### src/rtl/mips_pkg.sv
// Shared MIPS definitions: opcodes, NOP encoding, fetch FSM states and reset PC.
package mips_pkg;

  localparam logic [5:0] OP_RTYPE = 6'b000000;
  localparam logic [5:0] OP_LW    = 6'b100011;
  localparam logic [5:0] OP_SW    = 6'b101011;
  localparam logic [5:0] OP_BEQ   = 6'b000100;
  localparam logic [5:0] OP_J     = 6'b000010;
  localparam logic [5:0] OP_JAL   = 6'b000011;
  localparam logic [5:0] OP_ADDI  = 6'b001000;
  localparam logic [5:0] OP_ANDI  = 6'b001100;

  localparam logic [31:0] NOP_INSTR        = 32'h0000_0000;
  localparam logic [31:0] DEFAULT_RESET_PC = 32'h0000_0000;

  typedef enum logic [1:0] {
    BOOT  = 2'd0,
    FETCH = 2'd1,
    HELD  = 2'd2
  } fetch_state_e;

endpackage

### src/rtl/fetch_skid_buf.sv
// One-entry holding register for an instruction word and its pc_plus4.
module fetch_skid_buf
  import mips_pkg::*;
(
  input  logic        clk,
  input  logic        rst_n,
  input  logic        load,
  input  logic        clear,
  input  logic [31:0] d_instr,
  input  logic [31:0] d_pc_plus4,
  output logic [31:0] q_instr,
  output logic [31:0] q_pc_plus4,
  output logic        full
);

  always_ff @(posedge clk or negedge rst_n) begin
    if (!rst_n) begin
      full <= 1'b0;
    end else if (clear) begin
      full <= 1'b0;
    end else if (load) begin
      full <= 1'b1;
    end
  end

  // Payload is qualified by full, so it needs no reset.
  always_ff @(posedge clk) begin
    if (load && !clear) begin
      q_instr    <= d_instr;
      q_pc_plus4 <= d_pc_plus4;
    end
  end

endmodule

### src/rtl/fetch_unit.sv
// MIPS instruction fetch stage: PC, imem handshake, IF/ID register, redirects.
// Optional perf counters fetch_count/flush_count enabled by FETCH_PERF_CNT_EN.
module fetch_unit
  import mips_pkg::*;
#(
  parameter logic [31:0] RESET_PC = DEFAULT_RESET_PC
) (
  input  logic        clk,
  input  logic        rst_n,
  output logic        imem_req,
  output logic [31:0] imem_addr,
  input  logic        imem_ready,
  input  logic [31:0] imem_rdata,
  input  logic        stall,
  input  logic        branch_taken,
  input  logic [31:0] branch_target,
  input  logic        jump,
  output logic [31:0] instr,
  output logic [5:0]  op_code,
  output logic [31:0] pc_plus4,
  output logic        valid
`ifdef FETCH_PERF_CNT_EN
  ,
  output logic [31:0] fetch_count,
  output logic [31:0] flush_count
`endif
);

  fetch_state_e state;
  logic [31:0]  pc;
  logic [31:0]  pc_next;
  logic [31:0]  redirect_pc;
  logic         jump_go;
  logic         redirect;
  logic         accept;
  logic         skid_load;
  logic         skid_clear;
  logic [31:0]  skid_instr;
  logic [31:0]  skid_pc_plus4;
  logic         skid_full;

  assign imem_addr   = pc;
  assign op_code     = instr[31:26];
  assign pc_next     = pc + 32'd4;
  assign jump_go     = jump && valid && !stall;
  assign redirect    = branch_taken || jump_go;
  assign redirect_pc = branch_taken ? branch_target
                                    : {pc_plus4[31:28], instr[25:0], 2'b00};
  // A redirect discards any word returned in the same cycle.
  assign accept      = (state == FETCH) && imem_ready && !redirect;
  assign skid_load   = accept && stall;
  assign skid_clear  = redirect || ((state == HELD) && !stall);

  fetch_skid_buf u_skid (
    .clk        (clk),
    .rst_n      (rst_n),
    .load       (skid_load),
    .clear      (skid_clear),
    .d_instr    (imem_rdata),
    .d_pc_plus4 (pc_next),
    .q_instr    (skid_instr),
    .q_pc_plus4 (skid_pc_plus4),
    .full       (skid_full)
  );

  always_ff @(posedge clk or negedge rst_n) begin
    if (!rst_n) begin
      state    <= BOOT;
      pc       <= RESET_PC;
      instr    <= NOP_INSTR;
      pc_plus4 <= 32'd0;
      valid    <= 1'b0;
      imem_req <= 1'b0;
    end else if (redirect) begin
      state    <= FETCH;
      pc       <= redirect_pc;
      instr    <= NOP_INSTR;
      valid    <= 1'b0;
      imem_req <= 1'b1;
    end else begin
      case (state)
        BOOT: begin
          state    <= FETCH;
          imem_req <= 1'b1;
        end
        FETCH: begin
          if (imem_ready) begin
            pc <= pc_next;
            if (stall) begin
              state    <= HELD;
              imem_req <= 1'b0;
            end else begin
              instr    <= imem_rdata;
              pc_plus4 <= pc_next;
              valid    <= 1'b1;
            end
          end else if (!stall) begin
            valid <= 1'b0;
          end
        end
        HELD: begin
          if (!stall) begin
            instr    <= skid_instr;
            pc_plus4 <= skid_pc_plus4;
            valid    <= skid_full;
            state    <= FETCH;
            imem_req <= 1'b1;
          end
        end
        default: begin
          state    <= BOOT;
          imem_req <= 1'b0;
        end
      endcase
    end
  end

`ifdef FETCH_PERF_CNT_EN
  always_ff @(posedge clk or negedge rst_n) begin
    if (!rst_n) begin
      fetch_count <= 32'd0;
      flush_count <= 32'd0;
    end else begin
      if (accept)   fetch_count <= fetch_count + 32'd1;
      if (redirect) flush_count <= flush_count + 32'd1;
    end
  end
`endif

endmodule

### config.mk
export PLATFORM = sky130hd
export DESIGN_NAME = fetch_unit
export DESIGN_NICKNAME = d
export VERILOG_FILES = /design/src/rtl/mips_pkg.sv /design/src/rtl/fetch_skid_buf.sv /design/src/rtl/fetch_unit.sv
export SDC_FILE = /design/constraint.sdc
export NUM_CORES = 1
export LEC_CHECK = 0
export ABC_AREA = 1
export CAP_MARGIN = 15
export CORE_MARGIN = 4
export CORE_UTILIZATION = 51
export DETAILED_ROUTE_END_ITERATION = 8
export PLACE_DENSITY = 0.8
export SLEW_MARGIN = 30
export SYNTH_ARGS = -nofsm -noshare
export SYNTH_HDL_FRONTEND = slang
export SYNTH_SLANG_ARGS = --single-unit
### constraint.sdc
create_clock -name clk -period 4.9 [get_ports clk]
set_clock_uncertainty 0.1 [all_clocks]
set_input_delay 1.47 -clock clk [delete_from_list [all_inputs] [get_ports clk]]
set_output_delay 1.47 -clock clk [all_outputs]
set_load 0.03 [all_outputs]
==> results.txt, run 1 <==
* Outcome: complete, no violations
- Worst slack at placement: 0.874 ns
* Area of all placed cells without fillers: 10500 um2
* Final cell utilization of the core: 68.4%
* CP Launch Point: branch_taken
* Post-synthesis cell type with the largest combined area: sky130_fd_sc_hd__dfrtp_1
- Top fanout value on the critical path: 27
- Number of maximum-capacitance constraint violations: 0
- Buffers added on ports: 173
- Maximum clock frequency: roughly 280 MHz
- In this run, post-CTS hold repair placed 0 buffers.
- The share of synthesized area in the top cell type comes to 31.0%.
- Counting every instance in the synthesized netlist gives 997.
- End point of the critical path: imem_addr[25]
- Counting both buffers and inverters, the worst setup path holds a total of 4.
- Dividing the detail-routed wire length by the instance count gives 16.1 um.
* Cell chain of the critical path: clkdlybuf4s50_1 > inv_2 > nand2_2 > nand2_2 > buf_4 > nand2_1 > inv_2 > nand2_1 > nand3_1
- HPWL after DPL: 15800 um
- Number of antenna violations at the first check in global routing: 0
* Total Negative Setup Slacks: 0 ns
- The detailed router placed between 7000 and 8000 vias in this run.
* Hold Worst Slack: 0.374 ns
- Share of the yosys chip area belonging to registers: a little over half
- The root buffer cell chosen for the clock tree is sky130_fd_sc_hd__clkbuf_16.
* Sort of element at the start of the critical path: primary input
- Per-instance average area after synthesis: 8.11 um2
* Residual antenna-violating net count after detailed routing: 0
- Warning count from the yosys run: 0
- Setup repair after global routing left no endpoint under its margin.
- Filler-free cell count of the finished design: between 1000 and 1500
- CTS clock-pin slew for the worst setup and hold paths: 0.06 ns
- Max clock buf depth: 2
* Number of gates given a new drive strength after cts: 0
* Number of rows created at floorplan: 45
* Kind of cell with the highest combined delay on the critical path: buffers and inverters
- Synthesized area: 8090 um2
* Fin. max-slew vios: 0
- After detailed routing, the number of vias per cell comes to 5.25.
- The worst pin sits at a relative slew slack of 44.2%.
* Category of the worst setup path capture point: flip-flop
* Core outline area: 15400 um2
- Synthesis-to-finish area growth: 30.1%
- Cell types occupying the most area after synthesis: sky130_fd_sc_hd__dfrtp_1 (31%), sky130_fd_sc_hd__edfxtp_1 (24%), sky130_fd_sc_hd__nand2_1 (16%)
* Die area: approximately 18000 um2
- After detailed routing, the number of remaining DRC violations is 0.
- Source-to-sink clock delay at the later pin of the worst-skew pair: 0.42 ns
- Required time of the critical path: 5.16 ns
- Class of the tightest hold or removal check: flip-flop to flip-flop
* Kind of critical path: primary input to flip-flop
- Counting tap cells, the placed design contains a total of 1342 instances.
- Global route overflow: 0
- Chip Height: between 100 and 150 um
- Pwr Density: 641 nW/um2
- STA puts the critical path data arrival time at 3.88 ns.
- Largest vdd supply drop: 378 uV
- The first global-routing pass estimated between 30000 and 40000 um of wire.
- In the synthesized netlist the dominant register cell turns out to be sky130_fd_sc_hd__dfrtp_1.
* Most frequently used cell type in the post-synthesis netlist: sky130_fd_sc_hd__nand2_1
* Hold violation total from the final report: 0
- The initial utilization of the core area, before any placement, comes to 52.6%.
- Slowest stage cell, crit path: sky130_fd_sc_hd__clkdlybuf4s50_1
- Antenna diode count: 0
- After synthesis, the share of flip-flops with an asynchronous set or reset is about 61%.
* Most frequent cells after synthesis: sky130_fd_sc_hd__nand2_1 (353), sky130_fd_sc_hd__nor2_1 (114), sky130_fd_sc_hd__dfrtp_1 (100)
- Of the cells placed in the final design, the portion with a size suffix greater than 1 is 5.16%.
- After layout, the design draws a total of ~6.7 mW.
- For the pin with the worst max-slew slack, the measured transition is 0.834 ns.
* Hold Startpoint: pc_plus4[12]
- The number of nets handed over by synthesis was 1072.
* Clock sinks: ~160
* Vias in the first global route: 7133
* Reg2reg setup slack: about 2.2 ns
* R2R depth: 10
- Number of DRC violations after detailed-routing iteration 0: 605
- Last weighted congestion value of the routability-driven placer: around 0.90
- Counting the buffers created by CTS gives 17.
- The die is 134 um wide.
* Final cycle utilization of the critical path: roughly three quarters
- Number of flops mapped to enable cells by yosys: 64
- Counting flops and latches in the post-synthesis netlist gives 164.
- Counting I/O delays and the setup requirement, the final critical path takes 3.63 ns.
- Count of cell types in the netlist: 31
* Crit-path max cell delay: 0.47 ns
- The worst path meets setup with between 1 and 1.5 ns of slack.
- Final-report setup violation count: 0
- GRT Total Usage: 25.4%
- In the final design database the tool counted 1225 nets.
- Pin count of the biggest net entering global routing: 81
- TritonCTS built the clock tree.
* Leakage power of the design: roughly 4.7 nW
* Critical Path Stages: 9
* Wire length after detailed routing: 22200 um
- After clock tree synthesis, the setup repair step added 0 buffers.
- Cell Area, Placed: 9940 um2
- The worst register-to-register path begins at state[0].
- H-tree lvl count: 4
- R2r endpoint: pc_plus4[24]
- Before antenna repair, the detailed router went through 6 iterations.
* Top-level port count: 174
power by group:
part / total (mW) / leakage [nW] / internal [mW] / switching [mW]
Sequential: 2.27 / 1.81 / 1.88 / 0.387
Combinational: 3.16 / 2.58 / 1.16 / 2.01
Clock: 1.31 / 0.275 / 0.793 / 0.517
Total: 6.74 / 4.67 / 3.83 / 2.91
metal layers:
layer  routed length, um  vias up  track usage, %
li1                    -     3510               -
met1                9500     3397            33.6
met2               10700      269            42.0
met3                1520       33            5.33
met4                 420        0            8.74
met5                   0        -               0
flip-flops by register name, summed over array words and instances, names as in the netlist:
register / cells
state: 2
instr: 32
valid: 1
imem_addr: 32
u_skid.full: 1
pc_plus4: 32
u_skid.q_instr: 32
u_skid.q_pc_plus4: 32
worst min-delay path by stage:
stage / slack, ns / depth (start not counted) / end
after floorplan: 0.37 / 0 / u_skid.q_pc_plus4[0]
after global placement: 0.36 / 2 / pc_plus4[16]
after detailed placement: 0.37 / 2 / pc_plus4[15]
after CTS: 0.38 / 2 / pc_plus4[15]
after global routing: 0.40 / 2 / pc_plus4[25]
final: 0.37 / 2 / pc_plus4[12]
layout by cell type (no fill, tap or decap), types with 4 or more instances in the layout:
cell type                         count
sky130_fd_sc_hd__inv_1               87
sky130_fd_sc_hd__buf_4               11
sky130_fd_sc_hd__o22ai_1             14
sky130_fd_sc_hd__clkinv_2             5
sky130_fd_sc_hd__o211ai_1            16
sky130_fd_sc_hd__and2_1               8
sky130_fd_sc_hd__nand2_2              4
sky130_fd_sc_hd__clkbuf_16           17
sky130_fd_sc_hd__nand2_1            352
sky130_fd_sc_hd__clkdlybuf4s50_1    172
sky130_fd_sc_hd__edfxtp_1            64
sky130_fd_sc_hd__a21oi_1             47
sky130_fd_sc_hd__dfrtp_1            100
sky130_fd_sc_hd__inv_2                5
sky130_fd_sc_hd__or2_2                4
sky130_fd_sc_hd__nand3_1             46
sky130_fd_sc_hd__ha_1                 4
sky130_fd_sc_hd__xor2_1               5
sky130_fd_sc_hd__o31ai_1              5
sky130_fd_sc_hd__o21ai_0             54
sky130_fd_sc_hd__nor2_1             113
worst register-to-register path: stages (launching register included):
cell	delay [ns]
sky130_fd_sc_hd__dfrtp_1	0.46
sky130_fd_sc_hd__inv_1	0.10
sky130_fd_sc_hd__ha_2	0.35
sky130_fd_sc_hd__nor2_2	0.26
sky130_fd_sc_hd__nor2_1	0.07
sky130_fd_sc_hd__nor3_1	0.18
sky130_fd_sc_hd__nand2_2	0.50
sky130_fd_sc_hd__buf_4	0.43
sky130_fd_sc_hd__nor2_1	0.13
sky130_fd_sc_hd__nand2_1	0.06
sky130_fd_sc_hd__nand2_1	0.05
cell families after synthesis:
logic type | synth area share (%)
and+or+nand+nor | 26.3
buffers and inverters | 7.20
AOI/OAI and AO/OA | 10.2
xor gates and xnor gates | 0.867
adders and majority gates | 0.774
DFF | 54.7
area by class of cell:
cell class,instances,area (um2)
Inverter,92,345
Tap cell,211,264
Multi-Input combinational cell,691,3090
Clock inverter,11,138
Clock buffer,20,437
Timing Repair Buffer,184,1820
Sequential cell,164,4420
Fill cell,1245,4860
No activity file was read; power rests on OpenSTA's default activity.
==> run 2: changes to the inputs <==
==> constraint.sdc (replaced) <==
create_clock -name clk -period 3.4 [get_ports clk]
set_clock_uncertainty 0.1 [all_clocks]
set_input_delay 1.02 -clock clk [delete_from_list [all_inputs] [get_ports clk]]
set_output_delay 1.02 -clock clk [all_outputs]
set_load 0.03 [all_outputs]
==> run 2 against run 1 <==
Global-route usage is 0.36 points lower. Routed wire length is 0.62% higher. Critical endpoint is now imem_addr[4]. Non-clock buffer count is 7 higher. First-iteration DRC count is 7.3% higher. Sequential cell count stayed put. Final cell count is 0.58% higher. Sequential power is 44% higher. Sequential share of layout area is 0.48 points lower. Critical path type is now flip-flop to primary output. Via count is 0.93% lower. Die area stayed put. Largest cell class unchanged. Clock power is 53% higher.
==> results.txt, run 2 (synthesized netlist as in run 1, its figures left out) <==
- The flow ran to the end, and the final reports show no timing, DRC or antenna violations.
* Buffers added on ports: 173 (unchanged)
- H-tree lvl count: 4 (unchanged)
* CTS Buf Count: 17 (unchanged)
- The number of diodes was 0 (unchanged).
- The total power of the final layout was 9.88 mW (+47%).
- Setup repair after global routing missed its margin: no
- The total global routing track utilization came to 25.1% (-0.36 points).
- The worst hold path belongs to the class flip-flop to flip-flop.
- The path with the worst hold slack has its endpoint at pc_plus4[22].
- Pin count of the biggest net entering global routing: 72 (-11%)
- The number of detailed-routing iterations run before antenna repair came to 5 (-1).
* Area of all placed cells without fillers: 10600 um2 (+1.2%)
* Reg2Reg Launch Point: state[0]
- Maximum clock frequency: 359 MHz
- The clock latency at the later pin of the worst-skew pair is 0.43 ns (about the same).
- The number of clock sinks seen by CTS came to 164 (unchanged).
- The count of max-cap constraint violations was 0 (unchanged).
- The worst slew slack as a fraction of its limit came to 63.5% (+19 points).
* Hold Startpoint: pc_plus4[22]
- The total of hold buffers inserted after clock tree synthesis came to 0 (unchanged).
- Global route overflow: 0 (unchanged)
- The worst supply voltage drop on vdd came to 588 uV (+56%).
- The vertical extent of the die came to 134 um (unchanged).
- Fraction of layout instances using a drive strength above 1: 5.73% (+0.56 points)
* Fin. max-slew vios: 0 (unchanged)
- The sum of routed wire length over all layers came to 22300 um (+0.62%).
* CP Launch Point: imem_addr[4]
- The violation count after the first detailed-routing iteration is 649 (+7.3%).
* Category of the worst setup path capture point: primary output
* Kind of cell with the highest combined delay on the critical path: buffers and inverters
- Initial cell density of the core: 52.6% (unchanged)
- Reg2reg setup slack: 0.91 ns (-1.26 ns)
- HPWL after DPL: 16200 um (+3.0%)
* Vias in the first global route: 6853 (-3.9%)
- Nets: 1232 (+0.57%)
* Synthesis-to-finish area growth: 31.6%
* Die area: 17900 um2 (unchanged)
* Final cycle utilization of the critical path: between 80% and 90%
- CP Buf/Inv Count: 1 (-3)
- The standard cell core area was 15400 um2 (unchanged).
- The deepest clock path buffer count came to 2 (unchanged).
* Number of rows created at floorplan: 45 (unchanged)
- Via-per-instance ratio: 5.17 (-1.5%)
- Total Negative Setup Slacks: 0 ns (unchanged)
* Sort of element at the start of the critical path: flip-flop
- The cell depth of the worst flop-to-flop path was 9 (-1).
- Last weighted congestion value of the routability-driven placer: 0.905 (+0.24%)
* Leakage power of the design: 4.73 nW (+1.4%)
- Leading cell type in the layout, fill and taps excluded: sky130_fd_sc_hd__nand2_1
- CTS clock-pin slew for the worst setup and hold paths: 0.06 ns (about the same)
- Final-report setup violation count: 0 (unchanged)
- Pwr Density: 929 nW/um2 (+45%)
- Number of gates given a new drive strength after cts: 0 (unchanged)
* CTS tree: yes
- Number of antenna violations at the first check in global routing: 0 (unchanged)
- Number of DRC violations after detailed routing: 0 (unchanged)
* Buffer cell driving the clock tree root: sky130_fd_sc_hd__clkbuf_16
- The number of top-level design ports is 174 (unchanged).
- The largest stage delay on the critical path was 0.74 ns (+0.27 ns).
- Wire length of the first global-routing pass: 35600 um (-1.3%)
* Hold violation total from the final report: 0 (unchanged)
- Cell chain of the critical path: clkdlybuf4s50_1
* Slowest stage cell, crit path: sky130_fd_sc_hd__clkdlybuf4s50_1
- The number of vias in the routed layout is 7142 (-0.93%).
* Cell Area, Placed: 10000 um2 (+0.87%)
- Final period demand of the worst path: 2.78 ns
- Least-Margin Pin Slew: 0.548 ns (-0.286 ns)
- The data required time of the worst path is 2.28 ns (-2.88 ns).
* Number of post-CTS setup repair buffers: 0 (unchanged)
- Highest-count cells in the layout ignoring fill and taps: sky130_fd_sc_hd__nand2_1 (352), sky130_fd_sc_hd__clkdlybuf4s50_1 (172), sky130_fd_sc_hd__nor2_1 (113), sky130_fd_sc_hd__dfrtp_1 (100), sky130_fd_sc_hd__inv_1 (87)
- R2r endpoint: instr[0]
- Critical path arrival: 1.66 ns (-2.22 ns)
- The detailed-route wire length per cell came to 16.1 um (about the same).
- The worst setup path is of the flip-flop to primary output kind.
* Top fanout value on the critical path: 7 (-74%)
* Residual antenna-violating net count after detailed routing: 0 (unchanged)
- The cell count of the worst hold path came to 2 (unchanged).
- Die width: 134 um (unchanged)
[run 2: changes by cell type in the layout (fill, tap and decap cells not counted), sizes merged]
cell      delta
buf          +7
bufinv       +1
clkbuf       +1
clkinvlp     -1
[run 2: final cells by class]
| cell class | count | area (um2) |
|---|---|---|
| Clock buffer | 21 | 450 |
| Tap cell | 211 | 264 |
| Multi-Input combinational cell | 691 | 3090 |
| Sequential cell | 164 | 4420 |
| Timing Repair Buffer | 191 | 1900 |
| Inverter | 92 | 345 |
| Clock inverter | 11 | 159 |
| Fill cell | 1234 | 4730 |
[run 2: metal layers]
| layer | share of wire (%) | GRT usage (%) |
|---|---|---|
| met1 | 42 | 33.6 |
| met2 | 48 | 40.9 |
| met3 | 7.9 | 5.93 |
| met4 | 1.8 | 7.43 |
| met5 | 0 | 0 |
[run 2: worst max path at each step]
| stage | end | slack (ns) | depth (start not counted) |
|---|---|---|---|
| global placement | imem_addr[15] | 0.45 | 10 |
| finish | imem_addr[4] | 0.62 | 1 |
| detailed placement | imem_addr[11] | 0.37 | 10 |
| global route | imem_addr[4] | 0.57 | 1 |
| floorplan | u_skid.q_instr[0] | 0.02 | 3 |
| CTS | imem_addr[4] | 0.60 | 1 |
[run 2: power by group]
group / switching (mW) / internal (mW) / total, mW
sequential: 0.550 / 2.71 / 3.26
clock: 0.759 / 1.24 / 2.00
combinational: 2.91 / 1.71 / 4.62
[run 2: per-stage QoR]
step	worst slack (ns)	utilization, %	hold WS, ns	cells
floorplan	0.0172	-	0.371	997
finish	0.616	69.2	0.376	1381
global placement	0.448	65.2	0.364	1349
global route	0.571	69.2	0.406	1381
CTS	0.602	69.2	0.382	1381
detailed placement	0.368	65.2	0.365	1349
==> run 3: changes to the inputs <==
--- a/config.mk
+++ b/config.mk
@@ -8,9 +8,9 @@
 export ABC_AREA = 1
 export CAP_MARGIN = 15
 export CORE_MARGIN = 4
-export CORE_UTILIZATION = 51
+export CORE_UTILIZATION = 46
 export DETAILED_ROUTE_END_ITERATION = 8
-export PLACE_DENSITY = 0.8
+export PLACE_DENSITY = 0.76
 export SLEW_MARGIN = 30
 export SYNTH_ARGS = -nofsm -noshare
 export SYNTH_HDL_FRONTEND = slang
==> constraint.sdc (replaced) <==
create_clock -name clk -period 2.3 [get_ports clk]
set_clock_uncertainty 0.1 [all_clocks]
set_input_delay 0.69 -clock clk [delete_from_list [all_inputs] [get_ports clk]]
set_output_delay 0.69 -clock clk [all_outputs]
set_load 0.03 [all_outputs]
==> run 3 against run 2 <==
Power up 49%. Largest power group unchanged. Hold slack worse by 0.28 ns. Critical endpoint is now pc_plus4[3]. Die area up 10%. Non-clock buffer count up 21. Via count up 1.6%. Critical path depth unchanged. Sequential cell count unchanged. Utilization down 5.7 points.
==> results.txt, run 3 (synthesized netlist as in run 1, its figures left out) <==
- Buffer cell driving the clock tree root: sky130_fd_sc_hd__clkbuf_16
- The worst slew slack as a fraction of its limit came to 64.0% (+0.57 points).
- Number of post-CTS setup repair buffers: 0 (unchanged)
- Largest vdd supply drop: 707 uV (+20%)
* Leakage power of the design: 5.15 nW (+8.8%)
* Number of DRC violations after detailed-routing iteration 0: 581 (-10%)
- The count of max-cap constraint violations was 0 (unchanged).
- Vias in the first global route: 6910 (+0.83%)
- Kind of cell with the highest combined delay on the critical path: buffers and inverters
- The clock network power share is 21.4% (+1.2 points).
* Residual antenna-violating net count after detailed routing: 0 (unchanged)
- The detailed-route wire length per cell was 16.2 um (about the same).
* Setup slack after layout: 0.0220 ns (-0.594 ns)
- First drt pass iteration count: 5 (unchanged)
- The power density over the cells was 1340 nW/um2 (+44%).
- The fraction of power spent switching nets was 43.3% (+0.53 points).
- The effective utilization at floorplan is 46.9% (-5.7 points).
- The count of pins over their slew limit came to 0 (unchanged).
- STA classifies the critical path endpoint as a primary output.
- TritonCTS built the clock tree.
- The slowest stage of the critical path belongs to the cell sky130_fd_sc_hd__clkdlybuf4s50_1.
* Buffers added on ports: 173 (unchanged)
- Clock sinks: 164 (unchanged)
- Number of DRC violations after detailed routing: 0 (unchanged)
- Kind of critical path: flip-flop to primary output
- Synthesis-to-finish area growth: 35.5%
- Die width: 141 um (+5.0%)
- The number of vias in the routed layout came to 7253 (+1.6%).
- The initial antenna violation count was 0 (unchanged).
* Hold Worst Slack: 0.0917 ns (-0.284 ns)
- The power dissipated by switching net loads was 6.35 mW (+50%).
- The total power of the final layout is 14.7 mW (+49%).
* Chip Height: 141 um (+5.0%)
- The standard cell core area is 17200 um2 (+12%).
- The total number of H-tree levels is 4 (unchanged).
- Pin count of the biggest net entering global routing: 65 (-9.7%)
- The floorplan row count is 48 (+6.7%).
* Highest-count cells in the layout ignoring fill and taps: sky130_fd_sc_hd__nand2_1 (352), sky130_fd_sc_hd__nor2_1 (113), sky130_fd_sc_hd__clkdlybuf4s50_1 (106), sky130_fd_sc_hd__dfrtp_1 (99), sky130_fd_sc_hd__inv_1 (87)
- The area of all placed cells without fillers is 11000 um2 (+3.0%).
- Final-report setup violation count: 0 (unchanged)
- Required time of the critical path: 1.51 ns (-0.77 ns)
- The filler cell count is 1461 (+18%).
- Source-to-sink clock delay at the later pin of the worst-skew pair: 0.43 ns (about the same)
* HPWL after DPL: 16700 um (+3.1%)
* Leading cell type in the layout, fill and taps excluded: sky130_fd_sc_hd__nand2_1
* Sort of element at the start of the critical path: flip-flop
- The die area was 19800 um2 (+10%).
- Based on the critical path, the design can be clocked at up to 439 MHz.
- The critical-path maximum fanout was 2 (-5).
* Antenna diode count: 0 (unchanged)
- Via-per-instance ratio: 5.12 (-0.96%)
- GRT Total Usage: 23.6% (-1.5 points)
* CP Launch Point: pc_plus4[3]
- The setup TNS is 0 ns (unchanged).
* Post-CTS Hold Fix Bufs: 0 (unchanged)
* Outcome: complete, no violations
* Max clock buf depth: 2 (unchanged)
* Final period demand of the worst path: 2.28 ns
- Setup repair after global routing left no endpoint under its margin.
- Hold violation total from the final report: 0 (unchanged)
- The share of layout cells above drive strength 1 came to 7.89% (+2.2 points).
* Part of the power in combinational logic: 46.2% (-0.6 points)
- Top-level port count: 174 (unchanged)
* Global route overflow: 0 (unchanged)
* Least-Margin Pin Slew: 0.540 ns (-0.00853 ns)
* Int Pwr: 8.32 mW (+47%)
- The final weighted congestion of routability-driven global placement was 0.892 (-1.4%).
* CTS Buf Count: 17 (unchanged)
- Class of the tightest hold or removal check: primary input to async pin
- The first-pass GRT wire length was 36800 um (+3.4%).
- The number of buffer and inverter stages on the critical path is 1 (unchanged).
- The sum of routed wire length over all layers came to 22900 um (+2.6%).
- Nets: 1253 (+1.7%)
- The final critical path takes up 99.0% of the cycle.
- Crit-path max cell delay: 0.70 ns (-0.04 ns)
- The cell area after placement is 10300 um2 (+3.1%).
- Worst slack at placement: -0.223 ns (-0.591 ns)
- The clock-pin slew on the worst setup and hold paths came to 0.06 ns (about the same).
- The share of total power in sequential cells was 32.5% (-0.5 points).
* Critical path arrival: 1.49 ns (-0.17 ns)
* Cell chain of the critical path: clkdlybuf4s50_1
- Reg2Reg Launch Point: imem_addr[3]
## run 3: changes by cell type in the layout (fill, tap and decap cells not counted), moves of 9 or more
cell,change
sky130_fd_sc_hd__buf_12,+9
sky130_fd_sc_hd__buf_4,+12
sky130_fd_sc_hd__dlygate4sd2_1,+55
sky130_fd_sc_hd__dlymetal6s2s_1,+11
sky130_fd_sc_hd__clkdlybuf4s50_1,-66
## run 3: cell type report
class	instances	area, um2	share of cell area, %
Sequential cell	164	4430	40.4
Clock buffer	21	480	4.39
Multi-Input combinational cell	691	3110	28.4
Inverter	92	350	3.20
Tap cell	225	282	2.57
Clock inverter	11	174	1.59
Timing Repair Buffer	212	2130	19.5
## run 3: path summary, 6_finish.rpt
check                                endpoint  depth (start not counted)  slack, ns
worst max-delay path              pc_plus4[3]                          1       0.02
worst min-delay path             pc_plus4[22]                          1       0.09
worst max register to register  imem_addr[22]                         10       0.22
worst min register to register   pc_plus4[27]                          2       0.38
max in group asynchronous        imem_addr[2]                          2       1.44
min in group clk                 pc_plus4[27]                          2       0.38
## run 3: power groups by stage
stage          logic [mW]  registers (mW)  clock network (mW)
6_report             6.77            4.77                3.13
3_3_place_gp         6.96            4.81                   0
5_1_grt              7.39            4.87                3.29
2_1_floorplan        2.75            6.15                   0
4_1_cts              6.83            4.77                3.17
3_5_place_dp         7.10            4.82                   0
## run 3: timing repair
item | in CTS | in global routing
endpoints found under the setup margin | 55 | 11
gates resized for setup | 55 | 11
cloned | 0 | 0
## run 3: routing by layer
layer  global-route usage, %  vias up  routed length (um)
met5                       0        -                   0
met4                    8.11        0                 554
met3                    4.72       36                1630
met2                    37.4      279               11000
met1                    32.7     3362                9740
li1                        -     3576                   -
## run 3: stage by stage
stage,util [%],std cells
final,63.5,1416
after global routing,63.5,1416
after global placement,60.0,1384
after detailed placement,60.0,1384
after CTS,63.4,1416
after floorplan,-,997
